--- src/rtl/core_ex_ctrl.sv ---
// Execute-stage controller for the RV32I core.
// Holds the ID/EX register, forwards operands into the ALU, stalls on
// load-use hazards, and turns taken branch/JALR decisions into a
// one-cycle fetch redirect. Feeds the EX/MEM register toward MEM/WB.
module core_ex_ctrl #(
  parameter bit FWD_EN       = 1'b1,
  parameter bit MISALIGN_CHK = 1'b1
) (
  input  logic        i_clk,
  input  logic        i_rst_n,
  input  logic        i_id_valid,
  output logic        o_id_ready,
  input  logic [6:0]  i_id_opcode,
  input  logic [6:0]  i_id_funct7,
  input  logic [2:0]  i_id_funct3,
  input  logic [31:0] i_id_pc,
  input  logic [31:0] i_id_imm,
  input  logic [4:0]  i_id_rs1,
  input  logic [4:0]  i_id_rs2,
  input  logic [4:0]  i_id_rd,
  input  logic [31:0] i_id_rs1_val,
  input  logic [31:0] i_id_rs2_val,
  output logic [6:0]  o_alu_opcode,
  output logic [6:0]  o_alu_funct7,
  output logic [2:0]  o_alu_funct3,
  output logic [31:0] o_alu_num1,
  output logic [31:0] o_alu_num2,
  output logic [31:0] o_alu_pc,
  output logic [31:0] o_alu_imm,
  input  logic [31:0] i_alu_res,
  input  logic [31:0] i_alu_target,
  input  logic        i_alu_branch,
  output logic        o_ex_valid,
  input  logic        i_ex_ready,
  output logic [31:0] o_ex_res,
  output logic [31:0] o_ex_store_data,
  output logic [4:0]  o_ex_rd,
  output logic        o_ex_wen,
  output logic [6:0]  o_ex_opcode,
  output logic [2:0]  o_ex_funct3,
  input  logic        i_wb_wen,
  input  logic [4:0]  i_wb_rd,
  input  logic [31:0] i_wb_data,
  output logic        o_redirect,
  output logic [31:0] o_redirect_pc,
  output logic        o_exc_misalign,
  output logic [31:0] o_stall_cnt,
  output logic [31:0] o_redir_cnt
);

  localparam logic [6:0] OP_LOAD   = 7'b0000011;
  localparam logic [6:0] OP_STORE  = 7'b0100011;
  localparam logic [6:0] OP_IMM    = 7'b0010011;
  localparam logic [6:0] OP_REG    = 7'b0110011;
  localparam logic [6:0] OP_LUI    = 7'b0110111;
  localparam logic [6:0] OP_AUIPC  = 7'b0010111;
  localparam logic [6:0] OP_JAL    = 7'b1101111;
  localparam logic [6:0] OP_JALR   = 7'b1100111;
  localparam logic [6:0] OP_BRANCH = 7'b1100011;

  typedef enum logic [1:0] {
    ST_EMPTY = 2'd0,
    ST_EXEC  = 2'd1,
    ST_STALL = 2'd2
  } state_t;

  function automatic logic uses_rs1(input logic [6:0] op);
    return !((op == OP_LUI) || (op == OP_AUIPC) || (op == OP_JAL));
  endfunction

  function automatic logic uses_rs2(input logic [6:0] op);
    return (op == OP_REG) || (op == OP_BRANCH) || (op == OP_STORE);
  endfunction

  function automatic logic writes_rd(input logic [6:0] op);
    logic w;
    case (op)
      OP_REG, OP_IMM, OP_LUI, OP_AUIPC, OP_JAL, OP_JALR, OP_LOAD: w = 1'b1;
      default: w = 1'b0;
    endcase
    return w;
  endfunction

  state_t      state_r, state_nx_s;
  logic [6:0]  opcode_r, funct7_r;
  logic [2:0]  funct3_r;
  logic [31:0] pc_r, imm_r, rs1_val_r, rs2_val_r;
  logic [4:0]  rs1_r, rs2_r, rd_r;
  logic        ex_valid_r, ex_wen_r;
  logic [31:0] ex_res_r, ex_store_r;
  logic [4:0]  ex_rd_r;
  logic [6:0]  ex_opcode_r;
  logic [2:0]  ex_funct3_r;
  logic [31:0] stall_cnt_r, redir_cnt_r;

  logic        id_ready_s, id_fire_s, adv_s, redirect_s, misalign_s, ctrl_taken_s;
  logic        rs1_use_s, rs2_use_s, ex_m1_s, ex_m2_s, wb_m1_s, wb_m2_s;
  logic        ld_hz_s, raw_hz_s, hazard_s, ex_mem_is_load_s;
  logic [31:0] num1_s, num2_s;

  assign rs1_use_s        = uses_rs1(opcode_r) && (rs1_r != 5'd0);
  assign rs2_use_s        = uses_rs2(opcode_r) && (rs2_r != 5'd0);
  assign ex_mem_is_load_s = (ex_opcode_r == OP_LOAD);
  assign ex_m1_s = ex_valid_r && ex_wen_r && (ex_rd_r == rs1_r);
  assign ex_m2_s = ex_valid_r && ex_wen_r && (ex_rd_r == rs2_r);
  assign wb_m1_s = i_wb_wen && (i_wb_rd == rs1_r);
  assign wb_m2_s = i_wb_wen && (i_wb_rd == rs2_r);

  // Load in EX/MEM cannot be forwarded yet; without forwarding every RAW stalls.
  assign ld_hz_s  = ex_valid_r && ex_mem_is_load_s && (ex_rd_r != 5'd0) &&
                    ((rs1_use_s && (ex_rd_r == rs1_r)) || (rs2_use_s && (ex_rd_r == rs2_r)));
  assign raw_hz_s = (rs1_use_s && (ex_m1_s || wb_m1_s)) || (rs2_use_s && (ex_m2_s || wb_m2_s));
  assign hazard_s = ld_hz_s || (!FWD_EN && raw_hz_s);

  assign ctrl_taken_s = ((opcode_r == OP_BRANCH) || (opcode_r == OP_JALR)) && i_alu_branch;

  // Operand select: EX/MEM result, then writeback data, then captured register value.
  always_comb begin
    num1_s = rs1_val_r;
    num2_s = rs2_val_r;
    if (rs1_r == 5'd0) num1_s = 32'd0;
    else if (FWD_EN && ex_m1_s && !ex_mem_is_load_s) num1_s = ex_res_r;
    else if (FWD_EN && wb_m1_s) num1_s = i_wb_data;
    else num1_s = rs1_val_r;
    if (rs2_r == 5'd0) num2_s = 32'd0;
    else if (FWD_EN && ex_m2_s && !ex_mem_is_load_s) num2_s = ex_res_r;
    else if (FWD_EN && wb_m2_s) num2_s = i_wb_data;
    else num2_s = rs2_val_r;
  end

  // Next state, handshake and control-transfer decode.
  always_comb begin
    state_nx_s = state_r;
    id_ready_s = 1'b0;
    adv_s      = 1'b0;
    redirect_s = 1'b0;
    misalign_s = 1'b0;
    case (state_r)
      ST_EMPTY: begin
        id_ready_s = 1'b1;
        if (i_id_valid) state_nx_s = ST_EXEC;
        else state_nx_s = ST_EMPTY;
      end
      ST_EXEC: begin
        if (hazard_s) begin
          state_nx_s = ST_STALL;
        end else if (!ex_valid_r || i_ex_ready) begin
          adv_s = 1'b1;
          if (ctrl_taken_s) begin
            // Block ID capture while the front end is flushed.
            if (MISALIGN_CHK && i_alu_target[1]) misalign_s = 1'b1;
            else redirect_s = 1'b1;
          end else begin
            id_ready_s = 1'b1;
          end
          if (id_ready_s && i_id_valid) state_nx_s = ST_EXEC;
          else state_nx_s = ST_EMPTY;
        end else begin
          state_nx_s = ST_EXEC;
        end
      end
      ST_STALL: begin
        if (hazard_s) state_nx_s = ST_STALL;
        else state_nx_s = ST_EXEC;
      end
      default: state_nx_s = ST_EMPTY;
    endcase
  end

  assign id_fire_s = i_id_valid && id_ready_s;

  // FSM state register.
  always_ff @(posedge i_clk or negedge i_rst_n) begin
    if (!i_rst_n) state_r <= ST_EMPTY;
    else state_r <= state_nx_s;
  end

  // ID/EX register; operand values track writebacks while the instruction waits.
  always_ff @(posedge i_clk or negedge i_rst_n) begin
    if (!i_rst_n) begin
      opcode_r <= 7'd0; funct7_r <= 7'd0; funct3_r <= 3'd0;
      pc_r <= 32'd0; imm_r <= 32'd0; rs1_r <= 5'd0; rs2_r <= 5'd0; rd_r <= 5'd0;
      rs1_val_r <= 32'd0; rs2_val_r <= 32'd0;
    end else if (id_fire_s) begin
      opcode_r <= i_id_opcode; funct7_r <= i_id_funct7; funct3_r <= i_id_funct3;
      pc_r <= i_id_pc; imm_r <= i_id_imm; rs1_r <= i_id_rs1; rs2_r <= i_id_rs2; rd_r <= i_id_rd;
      rs1_val_r <= (i_wb_wen && (i_wb_rd == i_id_rs1)) ? i_wb_data : i_id_rs1_val;
      rs2_val_r <= (i_wb_wen && (i_wb_rd == i_id_rs2)) ? i_wb_data : i_id_rs2_val;
    end else begin
      if (wb_m1_s) rs1_val_r <= i_wb_data;
      else rs1_val_r <= rs1_val_r;
      if (wb_m2_s) rs2_val_r <= i_wb_data;
      else rs2_val_r <= rs2_val_r;
    end
  end

  // EX/MEM register: load on advance, drop valid once MEM/WB accepts.
  always_ff @(posedge i_clk or negedge i_rst_n) begin
    if (!i_rst_n) begin
      ex_valid_r <= 1'b0; ex_res_r <= 32'd0; ex_store_r <= 32'd0; ex_rd_r <= 5'd0;
      ex_wen_r <= 1'b0; ex_opcode_r <= 7'd0; ex_funct3_r <= 3'd0;
    end else if (adv_s) begin
      ex_valid_r  <= 1'b1;
      ex_res_r    <= i_alu_res;
      ex_store_r  <= num2_s;
      ex_rd_r     <= rd_r;
      ex_wen_r    <= writes_rd(opcode_r) && (rd_r != 5'd0) && !misalign_s;
      ex_opcode_r <= opcode_r;
      ex_funct3_r <= funct3_r;
    end else if (i_ex_ready) begin
      ex_valid_r <= 1'b0;
    end else begin
      ex_valid_r <= ex_valid_r;
    end
  end

  // Performance counters, free-running with natural wrap.
  always_ff @(posedge i_clk or negedge i_rst_n) begin
    if (!i_rst_n) begin
      stall_cnt_r <= 32'd0;
      redir_cnt_r <= 32'd0;
    end else begin
      if (state_r == ST_STALL) stall_cnt_r <= stall_cnt_r + 32'd1;
      else stall_cnt_r <= stall_cnt_r;
      if (redirect_s) redir_cnt_r <= redir_cnt_r + 32'd1;
      else redir_cnt_r <= redir_cnt_r;
    end
  end

  // LOAD/STORE reuse the ADDI datapath so the ALU yields rs1+imm.
  assign o_alu_opcode = ((opcode_r == OP_LOAD) || (opcode_r == OP_STORE)) ? OP_IMM : opcode_r;
  assign o_alu_funct3 = ((opcode_r == OP_LOAD) || (opcode_r == OP_STORE)) ? 3'b000 : funct3_r;
  assign o_alu_funct7 = funct7_r;
  assign o_alu_num1   = num1_s;
  assign o_alu_num2   = num2_s;
  assign o_alu_pc     = pc_r;
  assign o_alu_imm    = imm_r;

  assign o_id_ready      = id_ready_s;
  assign o_ex_valid      = ex_valid_r;
  assign o_ex_res        = ex_res_r;
  assign o_ex_store_data = ex_store_r;
  assign o_ex_rd         = ex_rd_r;
  assign o_ex_wen        = ex_wen_r;
  assign o_ex_opcode     = ex_opcode_r;
  assign o_ex_funct3     = ex_funct3_r;
  assign o_redirect      = redirect_s;
  assign o_redirect_pc   = redirect_s ? (i_alu_target & 32'hFFFF_FFFE) : 32'd0;
  assign o_exc_misalign  = misalign_s;
  assign o_stall_cnt     = stall_cnt_r;
  assign o_redir_cnt     = redir_cnt_r;

endmodule

--- config.mk ---
export PLATFORM = sky130hd
export DESIGN_NAME = core_ex_ctrl
export DESIGN_NICKNAME = d
export VERILOG_FILES = /design/src/rtl/core_ex_ctrl.sv
export SDC_FILE = /design/constraint.sdc
export NUM_CORES = 1
export LEC_CHECK = 0
export CORE_AREA = 2 2 232 234
export DETAILED_ROUTE_END_ITERATION = 6
export DIE_AREA = 0 0 234 236
export SLEW_MARGIN = 15
export SYNTH_ARGS = -nofsm -noshare
export SYNTH_HDL_FRONTEND = slang
export SYNTH_SLANG_ARGS = --single-unit
--- constraint.sdc ---
create_clock -name i_clk -period 3.3 [get_ports i_clk]
set_input_delay 0.66 -clock i_clk [delete_from_list [all_inputs] [get_ports i_clk]]
set_output_delay 0.66 -clock i_clk [all_outputs]
set_load 0.05 [all_outputs]
### Word level (Yosys, flattened, before mapping)

Cells that the tools add are included.

* $lt $le $gt $ge: 0
* bitwise logic cells: 0
* equal/unequal tests: 18
* shifts and indexed selects: 0
* multiply operators: 0
* add/sub/neg operators: 2
* muxes and demuxes: 43
* div/mod/pow operators: 0
* reductions and logical operators: 42

Operators with widths (count)
* $mux 32: 11
* $add 32x1->32 const B: 2
* $eq 5x5->1: 6
* $mux 1: 25
* $eq 7x6->1 const B: 3
* $eq 7x7->1 const B: 3
* $logic_and 1x1->1: 21
* $reduce_bool 5->1: 4
* $eq 7x2->1 const B: 2
* $eq 7x5->1 const B: 2
* $logic_not 5->1: 2
* $logic_or 1x1->1: 8
* $mux 7: 1
* $reduce_or 7->1: 1
* $mux 2: 3
* $pmux 2 s3: 1
* $logic_not 1->1: 4
* $mux 3: 1
* $eq 2x1->1 const B: 1
* $eq 2x2->1 const B: 1
* $logic_not 2->1: 1
* $pmux 1 s2: 1
* $reduce_bool 2->1: 1

* output and inout bits: 325
* latch bits: 0
* word-level logic and storage cells: 125
* memories: 0
* bits in writable memories: 0
* bits in read-only memories: 0
* bits in registers: 307

### Longest topological paths before layout

Gate-level depths: netlist of the first run.

* depth after elaboration: 15
* gate-level depth with buffers: 9

### Worst setup path before layout of the first run

No wires, ideal clock.

* path kind: input to output
* from: input port i_wb_rd[2]
* to: output port o_alu_num1[11]
* data required time: 2640 ps
* setup slack: -624 ps
* cell stages on the path: 7
* path buffers: 2
* arrival time: 3264 ps
* path through: xor2_1 > nor4_1 > and3_1 > clkbuf_1 > buf_1 > mux2i_1 > a211oi_1

* longest elaborated chain between the ends: 5

RTL lines
* from (decl): line 42 `input logic [4:0] i_wb_rd,`
* $eq 5x5->1: line 106 `assign wb_m1_s = i_wb_wen && (i_wb_rd == rs1_r);`
* $logic_and 1x1->1: line 106
* $mux 32: line 123 `else if (FWD_EN && wb_m1_s) num1_s = i_wb_data;`
* $mux 32: line 122 `else if (FWD_EN && ex_m1_s && !ex_mem_is_load_s) num1_s = ex_res_r;`
* $mux 32: line 121 `if (rs1_r == 5'd0) num1_s = 32'd0;`
* to (decl): line 26 `output logic [31:0] o_alu_num1,`

No other way between the ends.

### Worst setup path in the final report of the first run

* from: register rs2_r[0]
* to: output port o_redirect_pc[30]

* longest elaborated chain between the ends: 8
* elaborated cells on any way between the ends: 9
* classes of those cells: 1 x eq/ne; 3 x mux; 5 x reduce/logical

RTL lines
* from (decl): line 88 `logic [4:0] rs1_r, rs2_r, rd_r;`
* from (signal assigned): line 186 `pc_r <= i_id_pc; imm_r <= i_id_imm; rs1_r <= i_id_rs1; rs2_r <= i_id_rs2; rd_r <= i_id_rd;`
* $reduce_bool 5->1: line 102 `assign rs2_use_s = uses_rs2(opcode_r) && (rs2_r != 5'd0);`
* $logic_and 1x1->1: line 102
* $logic_and 1x1->1 *: line 111 `((rs1_use_s && (ex_rd_r == rs1_r)) || (rs2_use_s && (ex_rd_r == rs2_r)));`
* $logic_or 1x1->1 *: line 111
* $logic_and 1x1->1 *: line 110 `assign ld_hz_s = ex_valid_r && ex_mem_is_load_s && (ex_rd_r != 5'd0) &&`
* $mux 1 *: line 145 `if (hazard_s) begin`
* $mux 1 *: line 138 `case (state_r)`
* $mux 32 *: line 248 `assign o_redirect_pc = redirect_s ? (i_alu_target & 32'hFFFF_FFFE) : 32'd0;`
* to (decl): line 45 `output logic [31:0] o_redirect_pc,`

Mark *: on every way between the ends. The rest lies on a longest branch, timed or not.

==> results of run 1 <==
## per-layer routing
layer | up-vias | share of wire [%]
met5 | - | 0.021
met4 | 2 | 2.6
met3 | 89 | 7.0
met2 | 487 | 49
met1 | 6481 | 41
li1 | 5725 | -
## cell families (layout without fill, tap and decap cells)
logic type / count (synthesis) / after routing / synth area share, %
other cells: 1 / 4 / 0.0257
flops: 307 / 307 / 52.6
simple gates: 330 / 332 / 12.1
compound gates: 145 / 145 / 8.85
mux: 242 / 242 / 18.1
buf+inv: 86 / 800 / 2.58
xor+xnor: 92 / 92 / 5.52
fa+ha+maj: 2 / 2 / 0.171
## how the worst max path moves through the flow
stage                           from                 to  slack, ns  cells after the start
after global placement    i_wb_rd[1]     o_alu_num2[28]      -0.24                      9
after global routing        rs2_r[0]  o_redirect_pc[30]      -0.42                      9
after detailed placement  i_wb_rd[1]      o_alu_num2[1]      -0.31                      9
after CTS                   rs2_r[2]  o_redirect_pc[28]      -0.37                      9
final                       rs2_r[0]  o_redirect_pc[30]      -0.29                      9
after floorplan           i_wb_rd[1]     o_alu_num2[10]      -0.44                      7
## power groups by stage
stage | Combinational (mW) | Clock, mW | Sequential [mW]
after floorplan | 2.42 | 0 | 6.75
after global placement | 7.52 | 0 | 5.06
after detailed placement | 7.55 | 0 | 5.09
after CTS | 7.75 | 4.38 | 5.06
after global routing | 8.20 | 4.53 | 5.20
final | 7.90 | 4.25 | 5.11
## final cells by class
class                      instances  area (µm²)
inverter                           4        15.0
fill                            4593       26600
clock inverter                     7        75.1
antenna                            2        5.00
timing repair buffer             728        8800
clock buffer                      61        1200
sequential                       307        7690
tap                              696         871
multi-input combinational        815        7820
## state kept, by name, indices dropped and copies added (netlist names), 7 cells and up
register / flops
o_alu_imm: 32
o_alu_pc: 32
o_ex_res: 32
o_ex_store_data: 32
o_redir_cnt: 32
o_stall_cnt: 32
rs1_val_r: 32
rs2_val_r: 32
o_alu_funct7: 7
o_ex_opcode: 7
opcode_r: 7
## placed cells by master (no fill, tap or decap), drive strengths merged, types with 41 or more instances in the layout
cell type      synthesis  routed
a211oi                66      66
a221o                 64      64
and2                  96      96
buf                   40     219
clkbuf                42      80
clkdlybuf4s50          0     481
dfrtp                307     307
mux2                 176     176
mux2i                 66      66
nand2                 40      41
nor2                  84      84
xnor2                 54      54
## per-stage QoR
step	area, µm²	TNS, ns	setup slack, ns	std cells
floorplan	14800	-20.78	-0.439	1206
finish	26500	-15.49	-0.285	2620
global route	26500	-45.56	-0.415	2619
detailed placement	23200	-18.28	-0.308	2506
CTS	25500	-19.40	-0.373	2600
global placement	23200	-15.98	-0.245	2506
## what timing repair did
item                       in CTS  in global routing
buffers inserted               25                 29
cloned                         11                  9
gates resized for setup       137                130
pin swaps                      74                 54
setup endpoints to repair     101                184
## critical path: cells and delay by family (launching register included)
family / cells / cell delay, ns
AND/OR/NAND/NOR: 4 / 0.89
flip-flops: 1 / 0.38
AO/OA/AOI/OAI: 2 / 0.59
buffers and inverters: 3 / 0.49
==> key figures, run 1 <==
Status
  – Status: finished, violations left
  – Violated checks: negative setup slack

Critical path
  – Critical-path cell list: or4_4 > nor2_4 > nor2_1 > a22o_1 > a2111oi_4 > buf_6 > buf_16 > and2_4 > buf_12
  – Critical path arrival: 2.93 ns
  – RR Endpoint: rs1_val_r[9]
  – Slowest cell on crit path: or4_4
  – Worst setup SP type: flop
  – Critical Path RT: 2.64 ns
  – Max stage delay on crit path: around 0.55 ns
  – Worst r2r src: o_ex_opcode[5]
  – Worst R2R Setup Slack: 0.01 ns
  – R2R cell count: 12
  – Max FO, Critical Path: 15
  – Crit Path Category: flop to primary output
  – CP endpoint kind: primary output

Clock network
  – CTS tree: done
  – CTS buffer count: 39
  – CTS Hold Buffers Added: 0
  – H-tree levels: 2
  – Max clock buf depth: 3
  – Clock latency at the later pin of the worst-skew pair: 0.56 ns
  – Worst-path clk slew: around 0.060 ns
  – Root buffer cell: clkbuf_16
  – Clock Sink Count: 307

Global routing
  – Pin count of the biggest net entering global routing: 80
  – Routing usage on met1: 26.6%
  – GR Util All Layers: 20.9%
  – Met3 Track Usage GR: 5.15%
  – Grt total ovfl: 0
  – Vias in the first global route: around 13k
  – Initial antenna violation count: 3
  – GR Util met2: 35.0%
  – Global-route wire length before repair: slightly below 90 mm
  – Gr busiest metal: met2

Job
  – Max cap viols: 0

Logic synthesis
  – Number of synthesized flops with an enable pin: 0
  – Cell taking the most area after synthesis: dfrtp_1
  – Area contributors post-synth: dfrtp_1, mux2_2, mux2i_1, a221o_1, and2_1
  – Mean Syn Cell Area: 12.1 µm²
  – Library cells used by synthesis: 46
  – Cells after Synth: 1205
  – Top post-synthesis cells by count: dfrtp_1, mux2_2, and2_1, nor2_1
  – Post-synth ARST share: 100%
  – Seq cells post-synth: 307
  – Synth Flop Type: dfrtp_1
  – Ys Warns: 0
  – Post-synth top area share: 52.6%
  – Sequential element share of the synthesized area: 52.6%
  – Most frequent cell after synthesis: dfrtp_1
  – Mapped Area: 14600 µm²

Timing
  – Worst Setup Slack, final: -0.285 ns
  – Worst Tran Pin Value: a little under 0.9 ns
  – Final setup violation count: 94
  – Final Cycle Share: 109%
  – Hold Violations, Final: 0
  – Max-slew headroom: 41.3%
  – WHS: between 0.1 and 0.15 ns
  – Fmax: 0.279 GHz
  – Max Transition Viols Final: 0
  – Clock skew: around 0.024 ns
  – RSZ-0062 raised after global routing: yes
  – Clock period minus worst slack: 3.59 ns

Power
  – Cell leakage power: 10.8 nW
  – Power Density: 652 nW/µm²
  – Sequential group share of total power: 29.6%
  – Clock share of power: about a quarter
  – Int Power: 10.5 mW
  – Total power draw: between 15 and 20 mW
  – Worst VDD drop: about 0.47 mV
  – Comb pwr share: between 40% and 50%
  – Switch Pwr: roughly 6.7 mW
  – Switching share of power: 39.1%

Detailed routing
  – Vias per cell: 4.88
  – DRT Pass-1 Iters: 5
  – WL/cell: 23.2 µm
  – # DRC: 0
  – Drt initial violations: 648
  – Routed wire length: 60.8 mm
  – Remaining antenna violation count: 0
  – Routed vias: between 10k and 15k

Floorplan
  – Die H: approximately 240 µm
  – Die outline area: 55200 µm²
  – Site Rows: 85
  – Core Box Area: 53100 µm²
  – Initial core utilization: around 28%
  – # IOs: 592
  – Die X: 234 µm

Finish
  – Area grow syn2layout: 81.4%
  – Post-Route Utilization: about half
  – Nets@finish: 2164
  – Share of layout cells above drive strength 1: 34.4%

Hold path
  – Hold Crit Class: input pin to asynchronous set/reset pin

Placement
  – I/O Buffers: 588
  – GPL Wtd Cong: 0.806
  – Placed wire-length estimate: 41.5 mm
No activity file was read; power rests on OpenSTA's default activity.
==> run 2, diff against run 1 <==
--- a/config.mk
+++ b/config.mk
@@ -8,6 +8,7 @@
 export CORE_AREA = 2 2 232 234
 export DETAILED_ROUTE_END_ITERATION = 6
 export DIE_AREA = 0 0 234 236
+export HOLD_SLACK_MARGIN = 0.03
 export SLEW_MARGIN = 15
 export SYNTH_ARGS = -nofsm -noshare
 export SYNTH_HDL_FRONTEND = slang
==> results of run 2 <==
Same layout as run 1: the final DEF is identical, and so are final timing and power.
